**config.mk**
```make
export PLATFORM = sky130hd
export DESIGN_NAME = rca_flat
export DESIGN_NICKNAME = d
export VERILOG_FILES = /design/src/rtl/rca_if.sv /design/src/rtl/rca.sv /design/src/flat_wrapper.sv
export SDC_FILE = /design/constraint.sdc
export NUM_CORES = 1
export LEC_CHECK = 0
export ABC_AREA = 1
export ABC_CLOCK_PERIOD_IN_PS = 7000
export CAP_MARGIN = 40
export CORE_AREA = 2 2 39 41
export CTS_CLUSTER_DIAMETER = 120
export DETAILED_ROUTE_END_ITERATION = 7
export DIE_AREA = 0 0 41 43
export GPL_TIMING_DRIVEN = 0
export PLACE_DENSITY = 0.63
export SLEW_MARGIN = 40
export SYNTH_ARGS = -nofsm -noshare
export SYNTH_HDL_FRONTEND = slang
export SYNTH_SLANG_ARGS = --single-unit
```
**constraint.sdc**
```tcl
create_clock -name clk -period 7 [get_ports clk]
set_clock_uncertainty 0.2 [all_clocks]
set_input_delay 1.4 -clock clk [delete_from_list [all_inputs] [get_ports clk]]
set_output_delay 1.4 -clock clk [all_outputs]
set_load 0.01 [all_outputs]
```
**src/rtl/rca_if.sv**
```systemverilog
// rca_if: operand/result bundle for the ripple-carry adder.
//   A, B, Cin        operands and carry-in, driven by the master
//   Sum, Cout, Ovf   combinational result, driven by the adder
//   Sum_r, Cout_r, Ovf_r  registered copy of the result, driven by the adder
// The master modport is the consumer side; the slave modport is the adder.
interface rca_if #(
    parameter int unsigned WIDTH = 4
);
    logic [WIDTH-1:0] A;
    logic [WIDTH-1:0] B;
    logic             Cin;
    logic [WIDTH-1:0] Sum;
    logic             Cout;
    logic             Ovf;
    logic [WIDTH-1:0] Sum_r;
    logic             Cout_r;
    logic             Ovf_r;

    modport master (
        output A,
        output B,
        output Cin,
        input  Sum,
        input  Cout,
        input  Ovf,
        input  Sum_r,
        input  Cout_r,
        input  Ovf_r
    );

    modport slave (
        input  A,
        input  B,
        input  Cin,
        output Sum,
        output Cout,
        output Ovf,
        output Sum_r,
        output Cout_r,
        output Ovf_r
    );
endinterface

```
**src/rtl/rca.sv**
```systemverilog
// rca: parameterised ripple-carry adder with a registered result copy.
//   clk   rising-edge clock for the result register
//   rst   synchronous active-high reset of the result register only
//   bus   rca_if slave: A, B, Cin in; Sum, Cout, Ovf combinational out;
//         Sum_r, Cout_r, Ovf_r the same values one clock later
// Sum/Cout/Ovf are independent of clk and rst and valid every cycle.
module rca #(
    parameter int unsigned WIDTH = 4
) (
    input  logic  clk,
    input  logic  rst,
    rca_if.slave  bus
);

    logic [WIDTH:0]   w_c;
    logic [WIDTH-1:0] w_sum;
    logic             w_cout;
    logic             w_ovf;

    logic [WIDTH-1:0] r_sum;
    logic             r_cout;
    logic             r_ovf;

    // Full-adder chain; the carry is propagated through a local variable so
    // the carry vector is only ever written, keeping the ripple a clean chain.
    always_comb begin : fa_chain
        logic v_carry;
        w_c     = '0;
        w_sum   = '0;
        v_carry = bus.Cin;
        w_c[0]  = v_carry;
        for (int unsigned i = 0; i < WIDTH; i++) begin
            w_sum[i] = bus.A[i] ^ bus.B[i] ^ v_carry;
            v_carry  = (bus.A[i] & bus.B[i]) | (v_carry & (bus.A[i] ^ bus.B[i]));
            w_c[i+1] = v_carry;
        end
    end

    // Signed overflow: carry into the MSB disagrees with carry out of it.
    assign w_cout = w_c[WIDTH];
    assign w_ovf  = w_c[WIDTH] ^ w_c[WIDTH-1];

    assign bus.Sum  = w_sum;
    assign bus.Cout = w_cout;
    assign bus.Ovf  = w_ovf;

    // Result register; reset takes priority over the incoming result.
    always_ff @(posedge clk) begin
        if (rst) begin
            r_sum  <= '0;
            r_cout <= 1'b0;
            r_ovf  <= 1'b0;
        end else begin
            r_sum  <= w_sum;
            r_cout <= w_cout;
            r_ovf  <= w_ovf;
        end
    end

    assign bus.Sum_r  = r_sum;
    assign bus.Cout_r = r_cout;
    assign bus.Ovf_r  = r_ovf;

endmodule

```
**src/flat_wrapper.sv**
```systemverilog
// flat-port wrapper written by rule: the top's interface ports become plain ports
module rca_flat 
#(
    parameter int unsigned WIDTH = 4
)
  (clk, rst, bus_A, bus_B, bus_Cin, bus_Sum, bus_Cout, bus_Ovf, bus_Sum_r, bus_Cout_r, bus_Ovf_r);
  rca_if #(.WIDTH(WIDTH)) bus_i ();
  input  logic clk;
  input  logic rst;
  input wire logic [$bits(bus_i.A)-1:0] bus_A;
  input wire logic [$bits(bus_i.B)-1:0] bus_B;
  input wire logic [$bits(bus_i.Cin)-1:0] bus_Cin;
  output wire logic [$bits(bus_i.Sum)-1:0] bus_Sum;
  output wire logic [$bits(bus_i.Cout)-1:0] bus_Cout;
  output wire logic [$bits(bus_i.Ovf)-1:0] bus_Ovf;
  output wire logic [$bits(bus_i.Sum_r)-1:0] bus_Sum_r;
  output wire logic [$bits(bus_i.Cout_r)-1:0] bus_Cout_r;
  output wire logic [$bits(bus_i.Ovf_r)-1:0] bus_Ovf_r;
  assign bus_i.A = bus_A;
  assign bus_i.B = bus_B;
  assign bus_i.Cin = bus_Cin;
  assign bus_Sum = bus_i.Sum;
  assign bus_Cout = bus_i.Cout;
  assign bus_Ovf = bus_i.Ovf;
  assign bus_Sum_r = bus_i.Sum_r;
  assign bus_Cout_r = bus_i.Cout_r;
  assign bus_Ovf_r = bus_i.Ovf_r;
  rca #(.WIDTH(WIDTH)) u_core (.clk(clk), .rst(rst), .bus(bus_i));
endmodule
```
# == Yosys cells after proc, flatten, opt, wreduce, memory -nomap -nowiden ==
# Index checks and enable logic that the tools add are counted.
# word_totals
regBits,6
inputBits,11
output_inout_bits,12
elab_cells,24
# op_classes
bitwise,21
# op_table
op,count
bitwise XOR 1 bit,9
AND 1 bit,8
bitwise OR 1 bit,4

# == Longest topological paths before layout ==
# Gate-level depths: netlist of run 1.
# logic_depth
depth_word,10
mapped_depth,11
ltp_nobuf,11

# == Worst setup path after synthesis of run 1 ==
# Ideal clock, no wire load.
# synth_path
path_type,input port to output port
start,input port bus_Cin
end,output port bus_Sum[3]
arrival_ns,3.047
required_time_ns,5.400
setup_slack_ns,2.353
path_stages,8
path_buffers,0
cell_sequence,fa_1 -> inv_1 -> fa_1 -> inv_1 -> fa_1 -> inv_1 -> fa_1 -> inv_1
# synth_via
elab_chain_len,7
# synth_lines
item,line_no,rtl
start: declaration,flat_wrapper.sv:12,input wire logic [$bits(bus_i.Cin)-1:0] bus_Cin;
AND 1 bit,rca.sv:34,v_carry = (bus.A[i] & bus.B[i]) | (v_carry & (bus.A[i] ^ bus.B[i]));
bitwise OR 1 bit,rca.sv:34,
AND 1 bit,rca.sv:34,
bitwise OR 1 bit,rca.sv:34,
AND 1 bit,rca.sv:34,
bitwise OR 1 bit,rca.sv:34,
bitwise XOR 1 bit,rca.sv:33,w_sum[i] = bus.A[i] ^ bus.B[i] ^ v_carry;
end: declaration,flat_wrapper.sv:13,output wire logic [$bits(bus_i.Sum)-1:0] bus_Sum;
# Every way passes these cells.

# == Final worst setup path of run 1 ==
# Ends and elaborated chain as after synthesis.

==> impl_metrics.json, run 1 <==
{
  "floorplan.initialDensity": 0.210,
  "synth_nets": 47,
  "power_density_nw_per_um2": 202,
  "htree_levels": 1,
  "layout.cells.most_common_list": "22 x sky130_fd_sc_hd__clkdlybuf4s50_1, 12 x sky130_fd_sc_hd__inv_1, 6 x sky130_fd_sc_hd__dfxtp_1, 5 x sky130_fd_sc_hd__nor2_1, 4 x sky130_fd_sc_hd__fa_1",
  "power.net_switching_uw": 28.7,
  "ant_nets": 0,
  "max_freq_ghz": 0.177,
  "outcome": "finished, final reports clean",
  "post-dp-hpwl_um": 482,
  "combPwrFrac": 0.386,
  "initial_antenna_violation_count": 0,
  "seqPwrFrac": 0.348,
  "synthesis.yosys.warnings": 0,
  "synth.cell_area_um2": 290,
  "final.period_utilization": 0.807,
  "netlist_top_cells_area": "sky130_fd_sc_hd__dfxtp_1 41%, sky130_fd_sc_hd__fa_1 28%, sky130_fd_sc_hd__inv_1 16%",
  "layout_net_count": 74,
  "wl_per_cell_um": 7.14,
  "cp_data_required_time_ns": 5.40,
  "syn_area_per_cell_um2": 9.07,
  "post_cts_buffers": 0,
  "grtUsageTotal": 0.0740,
  "swShare": 0.256,
  "cp_top_family": "adder cells",
  "ys_ff_latch": 6,
  "die_x_um": 41,
  "minimum_clock_period_ns": 5.65,
  "port-buffer-count": 22,
  "post_synth_inst_count": 32,
  "timing_worst_slew_pin_value_ns": 0.214,
  "die-height_um": 43,
  "cts.sink_count": 6,
  "tritoncts.num_buffers": 3,
  "totalWireLength_um": 521,
  "grt_max_degree": 7,
  "p_leak_uw": 0.000266,
  "worstPathMaxFanout": 2,
  "fp.dieArea_um2": 1760,
  "power_report.internal_total_uw": 83.3,
  "timing_hold_violations_final": 0,
  "layout_commonest_cell": "sky130_fd_sc_hd__clkdlybuf4s50_1",
  "placed_cells_incl_taps": 70,
  "grt_first_pass_wirelength_um": 869,
  "worst_hold_path_type": "input port to register",
  "holdBufCountCts": 0,
  "drt-vias-per-instance": 3.48,
  "met3RoutedLength_um": 32,
  "layout.core_utilization": 0.400,
  "seq_area_frac_synth": 0.414,
  "route.top_layer_used": "met3",
  "timing.setup.tns_ns": 0,
  "worst_path_largest_cell_delay_ns": 0.53,
  "critical_path_arrival_ns": 4.05,
  "diodes": 0,
  "power.share.clock": 0.266,
  "vias_in_the_first_global_route": 238,
  "post-synth-top-area-cell": "sky130_fd_sc_hd__dfxtp_1",
  "ys_types": 8,
  "drtPass1Iterations": 2,
  "clockRootBuffer": "sky130_fd_sc_hd__clkbuf_4",
  "via_count": 254,
  "boundaryPins": 23,
  "coreArea_um2": 1380,
  "synth_top_area_share": 0.414,
  "path_cells": "clkdlybuf4s50_1 -> fa_1 -> inv_1 -> fa_1 -> inv_1 -> fa_1 -> inv_1 -> fa_1 -> inv_1 -> clkdlybuf4s50_1",
  "gp_congestion": 0.673,
  "cts-root-to-sink-buffers": 2,
  "core.rowCount": 14,
  "timing.critical_path.from_type": "input port",
  "grt-ovfl-total": 0,
  "ir_drop_mv": 0.0482,
  "register_area_um2": 120,
  "areaGrowthSynthToFinish_pct": 90.5,
  "finalSetupViolations": 0,
  "slowest_stage": "sky130_fd_sc_hd__clkdlybuf4s50_1",
  "first_iter_violations": 1,
  "cts-resized-gates": 0,
  "multi_input_comb_area_um2": 121,
  "fillCellCount": 146,
  "post_layout_nonfiller_instances": 73,
  "worstSetupPathType": "input port to primary output",
  "dr_wl_met2_um": 293,
  "clock_tree_from_tritoncts": "built",
  "worst_slew_margin_rel": 0.857,
  "clk_transition_reported_paths_ns": 0.04,
  "crit_path_end_kind": "primary output",
  "drc_errors": 0,
  "drv_slew": 0,
  "post_route_cells_drive_above_1_share": 0.123,
  "wirelength_met1_um": 195,
  "cp.buffers_inverters": 6,
  "timing.max_cap.violations": 0,
  "setup_repair_after_global_routing_missed_its_margin": "no"
}
==> stage by stage <==
step                hold slack, ns  total power, uW  worst slack, ns  instance area, um2
floorplan                     1.27             57.4             2.35                 290
global placement              1.87             83.0             1.35                 531
detailed placement            1.87             83.3             1.34                 531
CTS                           1.62              115             1.33                 553
global route                  1.64              119             1.22                 553
finish                        1.62              112             1.35                 553
==> flip-flops by register name, summed over array words and instances (netlist names) <==
register,flops
u_core.bus.Sum_r,4
u_core.bus.Cout_r,1
u_core.bus.Ovf_r,1
==> Yosys cell counts <==
| library cell | n |
|---|---|
| sky130_fd_sc_hd__nand2_1 | 1 |
| sky130_fd_sc_hd__nor2_2 | 1 |
| sky130_fd_sc_hd__nor2_1 | 5 |
| sky130_fd_sc_hd__inv_1 | 12 |
| sky130_fd_sc_hd__fa_1 | 4 |
| sky130_fd_sc_hd__dfxtp_1 | 6 |
| sky130_fd_sc_hd__nand2_2 | 2 |
| sky130_fd_sc_hd__inv_2 | 1 |
==> layout make-up <==
class / instances / area share
Multi-Input combinational cell: 13 / 0.219
Sequential cell: 6 / 0.217
Tap cell: 16 / 0.0362
Clock buffer: 3 / 0.0407
Timing Repair Buffer: 22 / 0.398
Inverter: 13 / 0.0882
==> power by group through the flow <==
stage | clock [uW] | combinational, uW | sequential (uW)
floorplan | 0 | 15.6 | 41.8
global placement | 0 | 43.5 | 39.5
detailed placement | 0 | 43.7 | 39.6
CTS | 31.6 | 44.0 | 39.0
global route | 31.7 | 47.7 | 39.2
finish | 29.8 | 43.2 | 39.0
==> kinds of logic after synthesis <==
group         synth area share
fa+ha+maj                0.276
buf+inv                  0.168
flops                    0.414
simple gates             0.142
==> final timing paths <==
check	start	cells past startpoint	slack, ns	to
max	bus_Cin	10	1.35	bus_Sum[3]
min	rst	2	1.62	u_core.bus.Sum_r[3]$_SDFF_PP0_
==> layer usage <==
metal  vias to the layer above  global-route usage
li1                        134                   -
met1                       110              0.0861
met2                        10               0.109
met3                         0                   0
met4                         0              0.0800
met5                         -                   0
No activity file was read; power rests on OpenSTA's default activity.
==> run 2, diff against run 1 <==
--- a/config.mk
+++ b/config.mk
@@ -6,14 +6,14 @@
 export NUM_CORES = 1
 export LEC_CHECK = 0
 export ABC_AREA = 1
-export ABC_CLOCK_PERIOD_IN_PS = 7000
+export ABC_CLOCK_PERIOD_IN_PS = 4580
 export CAP_MARGIN = 40
 export CORE_AREA = 2 2 39 41
 export CTS_CLUSTER_DIAMETER = 120
 export DETAILED_ROUTE_END_ITERATION = 7
 export DIE_AREA = 0 0 41 43
 export GPL_TIMING_DRIVEN = 0
-export PLACE_DENSITY = 0.63
+export PLACE_DENSITY = 0.65
 export SLEW_MARGIN = 40
 export SYNTH_ARGS = -nofsm -noshare
 export SYNTH_HDL_FRONTEND = slang
==> constraint.sdc (replaced) <==
create_clock -name clk -period 4.58 [get_ports clk]
set_clock_uncertainty 0.2 [all_clocks]
set_input_delay 0.916 -clock clk [delete_from_list [all_inputs] [get_ports clk]]
set_output_delay 0.916 -clock clk [all_outputs]
set_load 0.01 [all_outputs]
==> impl_metrics.json, run 2 (synthesis results as in run 1) <==
{
  "core.rowCount": 14,
  "vias_in_the_first_global_route": 284,
  "worst_hold_path_type": "input port to register",
  "crit_path_end_kind": "primary output",
  "layout_commonest_cell": "sky130_fd_sc_hd__clkdlybuf4s50_1",
  "critical_path_arrival_ns": 3.29,
  "die_x_um": 41,
  "p_leak_uw": 0.000267,
  "grtUsageTotal": 0.0880,
  "layout.core_utilization": 0.400,
  "grt_max_degree": 7,
  "critical_path.endpoint": "bus_Sum[3]",
  "timing_hold_violations_final": 0,
  "grt_first_pass_wirelength_um": 1010,
  "die-height_um": 43,
  "htree_levels": 1,
  "post-dp-hpwl_um": 501,
  "worstSetupPathType": "input port to primary output",
  "placed_cells_incl_taps": 70,
  "finalSetupViolations": 0,
  "max_freq_ghz": 0.227,
  "coreArea_um2": 1380,
  "worstPathMaxFanout": 2,
  "flip_flop_count_of_the_largest_register_all_copies_and_words_added": 4,
  "timing.max_cap.violations": 0,
  "drv_slew": 0,
  "gp_congestion": 0.711,
  "setup_repair_after_global_routing_missed_its_margin": "no",
  "layout_net_count": 74,
  "cts.sink_count": 6,
  "clock_tree_from_tritoncts": "built",
  "placedInstanceArea_um2": 531,
  "grt-ovfl-total": 0,
  "cts-root-to-sink-buffers": 2,
  "minimum_clock_period_ns": 4.41,
  "drt-vias-per-instance": 3.55,
  "post_route_cells_drive_above_1_share": 0.140,
  "post_cts_buffers": 0,
  "floorplan.initialDensity": 0.210,
  "clk_transition_reported_paths_ns": 0.04,
  "dp_worst_setup_slack_ns": -0.107,
  "power_density_nw_per_um2": 309,
  "timing_worst_slew_pin_value_ns": 0.217,
  "post_layout_nonfiller_instances": 73,
  "totalWireLength_um": 566,
  "holdBufCountCts": 0,
  "first_iter_violations": 2,
  "via_count": 259,
  "clockRootBuffer": "sky130_fd_sc_hd__clkbuf_4",
  "initial_antenna_violation_count": 0,
  "ant_nets": 0,
  "boundaryPins": 23,
  "port-buffer-count": 22,
  "outcome": "finished, final reports clean",
  "cp_data_required_time_ns": 3.46,
  "p_total_uw": 171,
  "worst_slew_margin_rel": 0.855,
  "timing.critical_path.from_type": "input port",
  "diodes": 0,
  "areaGrowthSynthToFinish_pct": 90.5,
  "ir_drop_mv": 0.0963,
  "fillCellCount": 153,
  "tritoncts.num_buffers": 3,
  "drtPass1Iterations": 2,
  "design_area_um2": 553,
  "drc_errors": 0,
  "setup.worst_path.start": "bus_Cin",
  "wl_per_cell_um": 7.75,
  "layout.cells.most_common_list": "20 x sky130_fd_sc_hd__clkdlybuf4s50_1, 12 x sky130_fd_sc_hd__inv_1, 6 x sky130_fd_sc_hd__dfxtp_1, 5 x sky130_fd_sc_hd__nor2_1",
  "final.period_utilization": 0.962,
  "setup_ws_ns": 0.173,
  "fp.dieArea_um2": 1760
}
==> run 2: worst min path at each step <==
| stage | to | cells past startpoint | slack, ns | startpoint |
|---|---|---|---|---|
| 2_1_floorplan | u_core.bus.Cout_r$_SDFF_PP0_ | 1 | 0.78 | rst |
| 6_report | u_core.bus.Cout_r$_SDFF_PP0_ | 2 | 1.14 | rst |
| 3_3_place_gp | u_core.bus.Sum_r[3]$_SDFF_PP0_ | 2 | 1.38 | rst |
| 4_1_cts | u_core.bus.Cout_r$_SDFF_PP0_ | 2 | 1.14 | rst |
| 5_1_grt | u_core.bus.Cout_r$_SDFF_PP0_ | 2 | 1.18 | rst |
| 3_5_place_dp | u_core.bus.Cout_r$_SDFF_PP0_ | 2 | 1.38 | rst |
==> run 2: routing by layer <==
layer  track usage  up-vias  part of all wire
li1              -      134                 -
met1        0.0921      116              0.36
met2         0.138        9              0.59
met3             0        0             0.055
met4         0.100        0                 0
met5             0        -                 0
==> run 2: cell type report <==
cell class,instances,area (um2),area share
Multi-Input combinational cell,13,124,0.224
Clock buffer,3,22.5,0.0407
Sequential cell,6,120,0.217
Timing Repair Buffer,22,218,0.394
Tap cell,16,20.0,0.0362
Inverter,13,48.8,0.0882
==> run 2: repair_timing <==
item / 4_1_cts / 5_1_grt
setup endpoints to repair: 2 / 0
hold endpoints to repair: 0 / 0
gates resized for setup: 3 / 0
==> run 2: worst max-delay path, stage by stage <==
cell                              delay [ns]
sky130_fd_sc_hd__clkdlybuf4s50_1        0.43
sky130_fd_sc_hd__fa_1                   0.41
sky130_fd_sc_hd__inv_1                  0.07
sky130_fd_sc_hd__fa_1                   0.15
sky130_fd_sc_hd__inv_1                  0.05
sky130_fd_sc_hd__fa_1                   0.39
sky130_fd_sc_hd__inv_1                  0.11
sky130_fd_sc_hd__fa_2                   0.45
sky130_fd_sc_hd__inv_1                  0.06
sky130_fd_sc_hd__dlygate4sd2_1          0.25
==> run 2: power breakdown <==
group	internal, uW	switching (uW)	total (uW)	leakage [uW]
combinational	37.8	27.0	64.8	0.000204
clock	29.5	16.8	46.3	0.0000138
sequential	58.3	1.22	59.5	0.0000500
==> run 2: stage by stage <==
stage,hold WS [ns],TNS (ns)
6_report,1.14,0
5_1_grt,1.18,0
4_1_cts,1.14,0
3_5_place_dp,1.38,-0.169
3_3_place_gp,1.38,-0.158
2_1_floorplan,0.783,0
==> RTL edit, RTL diff (settings of run 1) <==
`WIDTH` is set to 4 in 3 places; all go to 5.
--- a/src/rtl/rca_if.sv
+++ b/src/rtl/rca_if.sv
@@ -5,5 +5,5 @@
 // The master modport is the consumer side; the slave modport is the adder.
 interface rca_if #(
-    parameter int unsigned WIDTH = 4
+    parameter int unsigned WIDTH = 5
 );
     logic [WIDTH-1:0] A;
--- a/src/rtl/rca.sv
+++ b/src/rtl/rca.sv
@@ -6,5 +6,5 @@
 // Sum/Cout/Ovf are independent of clk and rst and valid every cycle.
 module rca #(
-    parameter int unsigned WIDTH = 4
+    parameter int unsigned WIDTH = 5
 ) (
     input  logic  clk,
--- a/src/flat_wrapper.sv
+++ b/src/flat_wrapper.sv
@@ -2,5 +2,5 @@
 module rca_flat 
 #(
-    parameter int unsigned WIDTH = 4
+    parameter int unsigned WIDTH = 5
 )
   (clk, rst, bus_A, bus_B, bus_Cin, bus_Sum, bus_Cout, bus_Ovf, bus_Sum_r, bus_Cout_r, bus_Ovf_r);
Ports: changed (resized bus_A, bus_B, bus_Sum and bus_Sum_r); port bits go from 23 to 27. No check against the original RTL was run, so the function may have changed too.
==> RTL edit against run 1 <==
Worst hold slack improved by 0.026 ns; area after synthesis rose by 16%; fmax fell by 5.9%; wire length rose by 29%; core utilization rose by 6.4 points; sequential power rose by 17%; sequential cell count rose by 1; clock power rose by 13%; total power rose by 17%; worst setup slack got worse by 0.35 ns; count of clock-buffer cells in the layout rose by 1; final cell count rose by 12%; final area rose by 16%.
==> RTL edit: results (changes against run 1) <==
| Metric | Value |
|---|---|
| Worst Path Max Fanout | `2 (unchanged)` |
| Port Buffers | `26 (was 22)` |
| Post-place setup slack | `0.973 ns (was 1.34 ns)` |
| Synth top cells by count | `inv_1 (13), dfxtp_1 (7), nor2_1 (6) (was inv_1 (12), dfxtp_1 (6), nor2_1 (5))` |
| Post-route setup slack | `1.00 ns (was 1.35 ns)` |
| Clock slew at reported path FFs | `0.05 ns` |
| Total CTS buffers | `3 (unchanged)` |
| Detailed Place HPWL | `618 um (was 482 um)` |
| Final GP Congestion | `0.629 (was 0.673)` |
| CTS max path bufs | `2 (unchanged)` |
| Net Sw Frac | `25.9% (was 25.6%)` |
| Post-CTS Setup Repair Bufs | `0 (unchanged)` |
| Largest net degree at the start of global routing | `8 (was 7)` |
| Via count of the first global-routing pass | `290 (was 238)` |
| Synth cell types | `8 (unchanged)` |
| Max FFs per register | `5 (was 4)` |
| WL final | `671 um (was 521 um)` |
| # resized after CTS | `0 (unchanged)` |
| Worst path arrival time | `4.40 ns (was 4.05 ns)` |
| Critical setup path kind | `input port to output pin (unchanged)` |
| HP Class | `input port to register (unchanged)` |
| # H-tree levels | `1 (unchanged)` |
| Seq/Total Area, Yosys | `41.8% (was 41.4%)` |
| Hold wc startpoint | `rst (unchanged)` |
| Top post-synthesis cells by area | `dfxtp_1 (42%), fa_1 (30%), inv_1 (15%) (was dfxtp_1 (41%), fa_1 (28%), inv_1 (16%))` |
| First-pass GRT wire length | `1080 um (was 869 um)` |
| Critical path launch point | `bus_Cin (unchanged)` |
| FFs w/ async S/R, synth | `0% (unchanged)` |
| Layout cells sized above 1 | `9.09% (was 12.3%)` |
| Worst setup path end | `bus_Sum[4] (was bus_Sum[3])` |
| Layout fillers | `155 (was 146)` |
| YS warnings | `0 (unchanged)` |
| Fin nets | `85 (was 74)` |
| WHS Endpoint | `u_core.bus.Sum_r[4] (was u_core.bus.Sum_r[3])` |
| Via/cell ratio | `3.89 (was 3.48)` |
| Initial antenna violation count | `0 (unchanged)` |
| Peak VDD IR | `0.0000654 V (was 0.0000482 V)` |
| DRT iter0 DRCs | `3 (was 1)` |
| Slew margin rel. | `83.7% (was 85.7%)` |
| Leakage power | `0.305 nW (was 0.266 nW)` |
| Net Count, Synth | `54 (was 47)` |
| Hold Worst Slack | `1.64 ns (was 1.62 ns)` |
| Gr usage total | `9.72% (was 7.40%)` |
| Outcome | `finished clean (unchanged)` |
| CTS Root Cell | `clkbuf_4 (unchanged)` |
| DRT Pass-1 Iters | `2 (unchanged)` |
RTL edit: cell types whose count changed after synthesis:
cell,delta
fa_1,+1
nand2_1,+1
dfxtp_1,+1
inv_1,+1
nor2_1,+1
nand2_2,-1
RTL edit: per-layer routing:
metal  up-vias  wire length (um)  GRT usage (%)
li1        154                 -              -
met1       151               242           9.24
met2        12               374           15.6
met3         2                33              0
met4         0                19           12.0
met5         -                 0              0
RTL edit: cells by family (layout without fill, tap and decap cells):
family | Yosys count | in the layout | synth area share (%)
buf+inv | 14 | 44 | 15.7
flops | 7 | 7 | 41.8
fa+ha+maj | 5 | 5 | 29.9
simple gates | 10 | 10 | 12.7
RTL edit: cell type report:
cell class / instances / area, um2 / share of cell area (%)
tap: 16 / 20.0 / 3.12
sequential: 7 / 140 / 21.8
timing repair buffer: 26 / 260 / 40.5
clock buffer: 4 / 26.3 / 4.09
inverter: 14 / 52.6 / 8.19
multi-input combinational: 15 / 143 / 22.2
RTL edit: critical path, stage by stage:
cell             delay (ns)
clkdlybuf4s50_1        0.43
fa_1                   0.42
inv_1                  0.07
fa_1                   0.16
inv_1                  0.05
fa_1                   0.37
fa_1                   0.39
inv_1                  0.10
fa_1                   0.43
inv_1                  0.07
clkdlybuf4s50_1        0.52
RTL edit: power groups by stage:
stage          Sequential, W  Combinational [W]  Clock [W]
3_3_place_gp       0.0000462          0.0000522          0
3_5_place_dp       0.0000466          0.0000528          0
4_1_cts            0.0000458          0.0000531  0.0000358
2_1_floorplan      0.0000490          0.0000184          0
5_1_grt            0.0000459          0.0000572  0.0000376
6_report           0.0000456          0.0000518  0.0000338
RTL edit: stage by stage:
stage,cells,instance area [um2]
2_1_floorplan,36,335
3_3_place_gp,78,616
3_5_place_dp,78,616
4_1_cts,82,642
5_1_grt,82,642
6_report,82,642
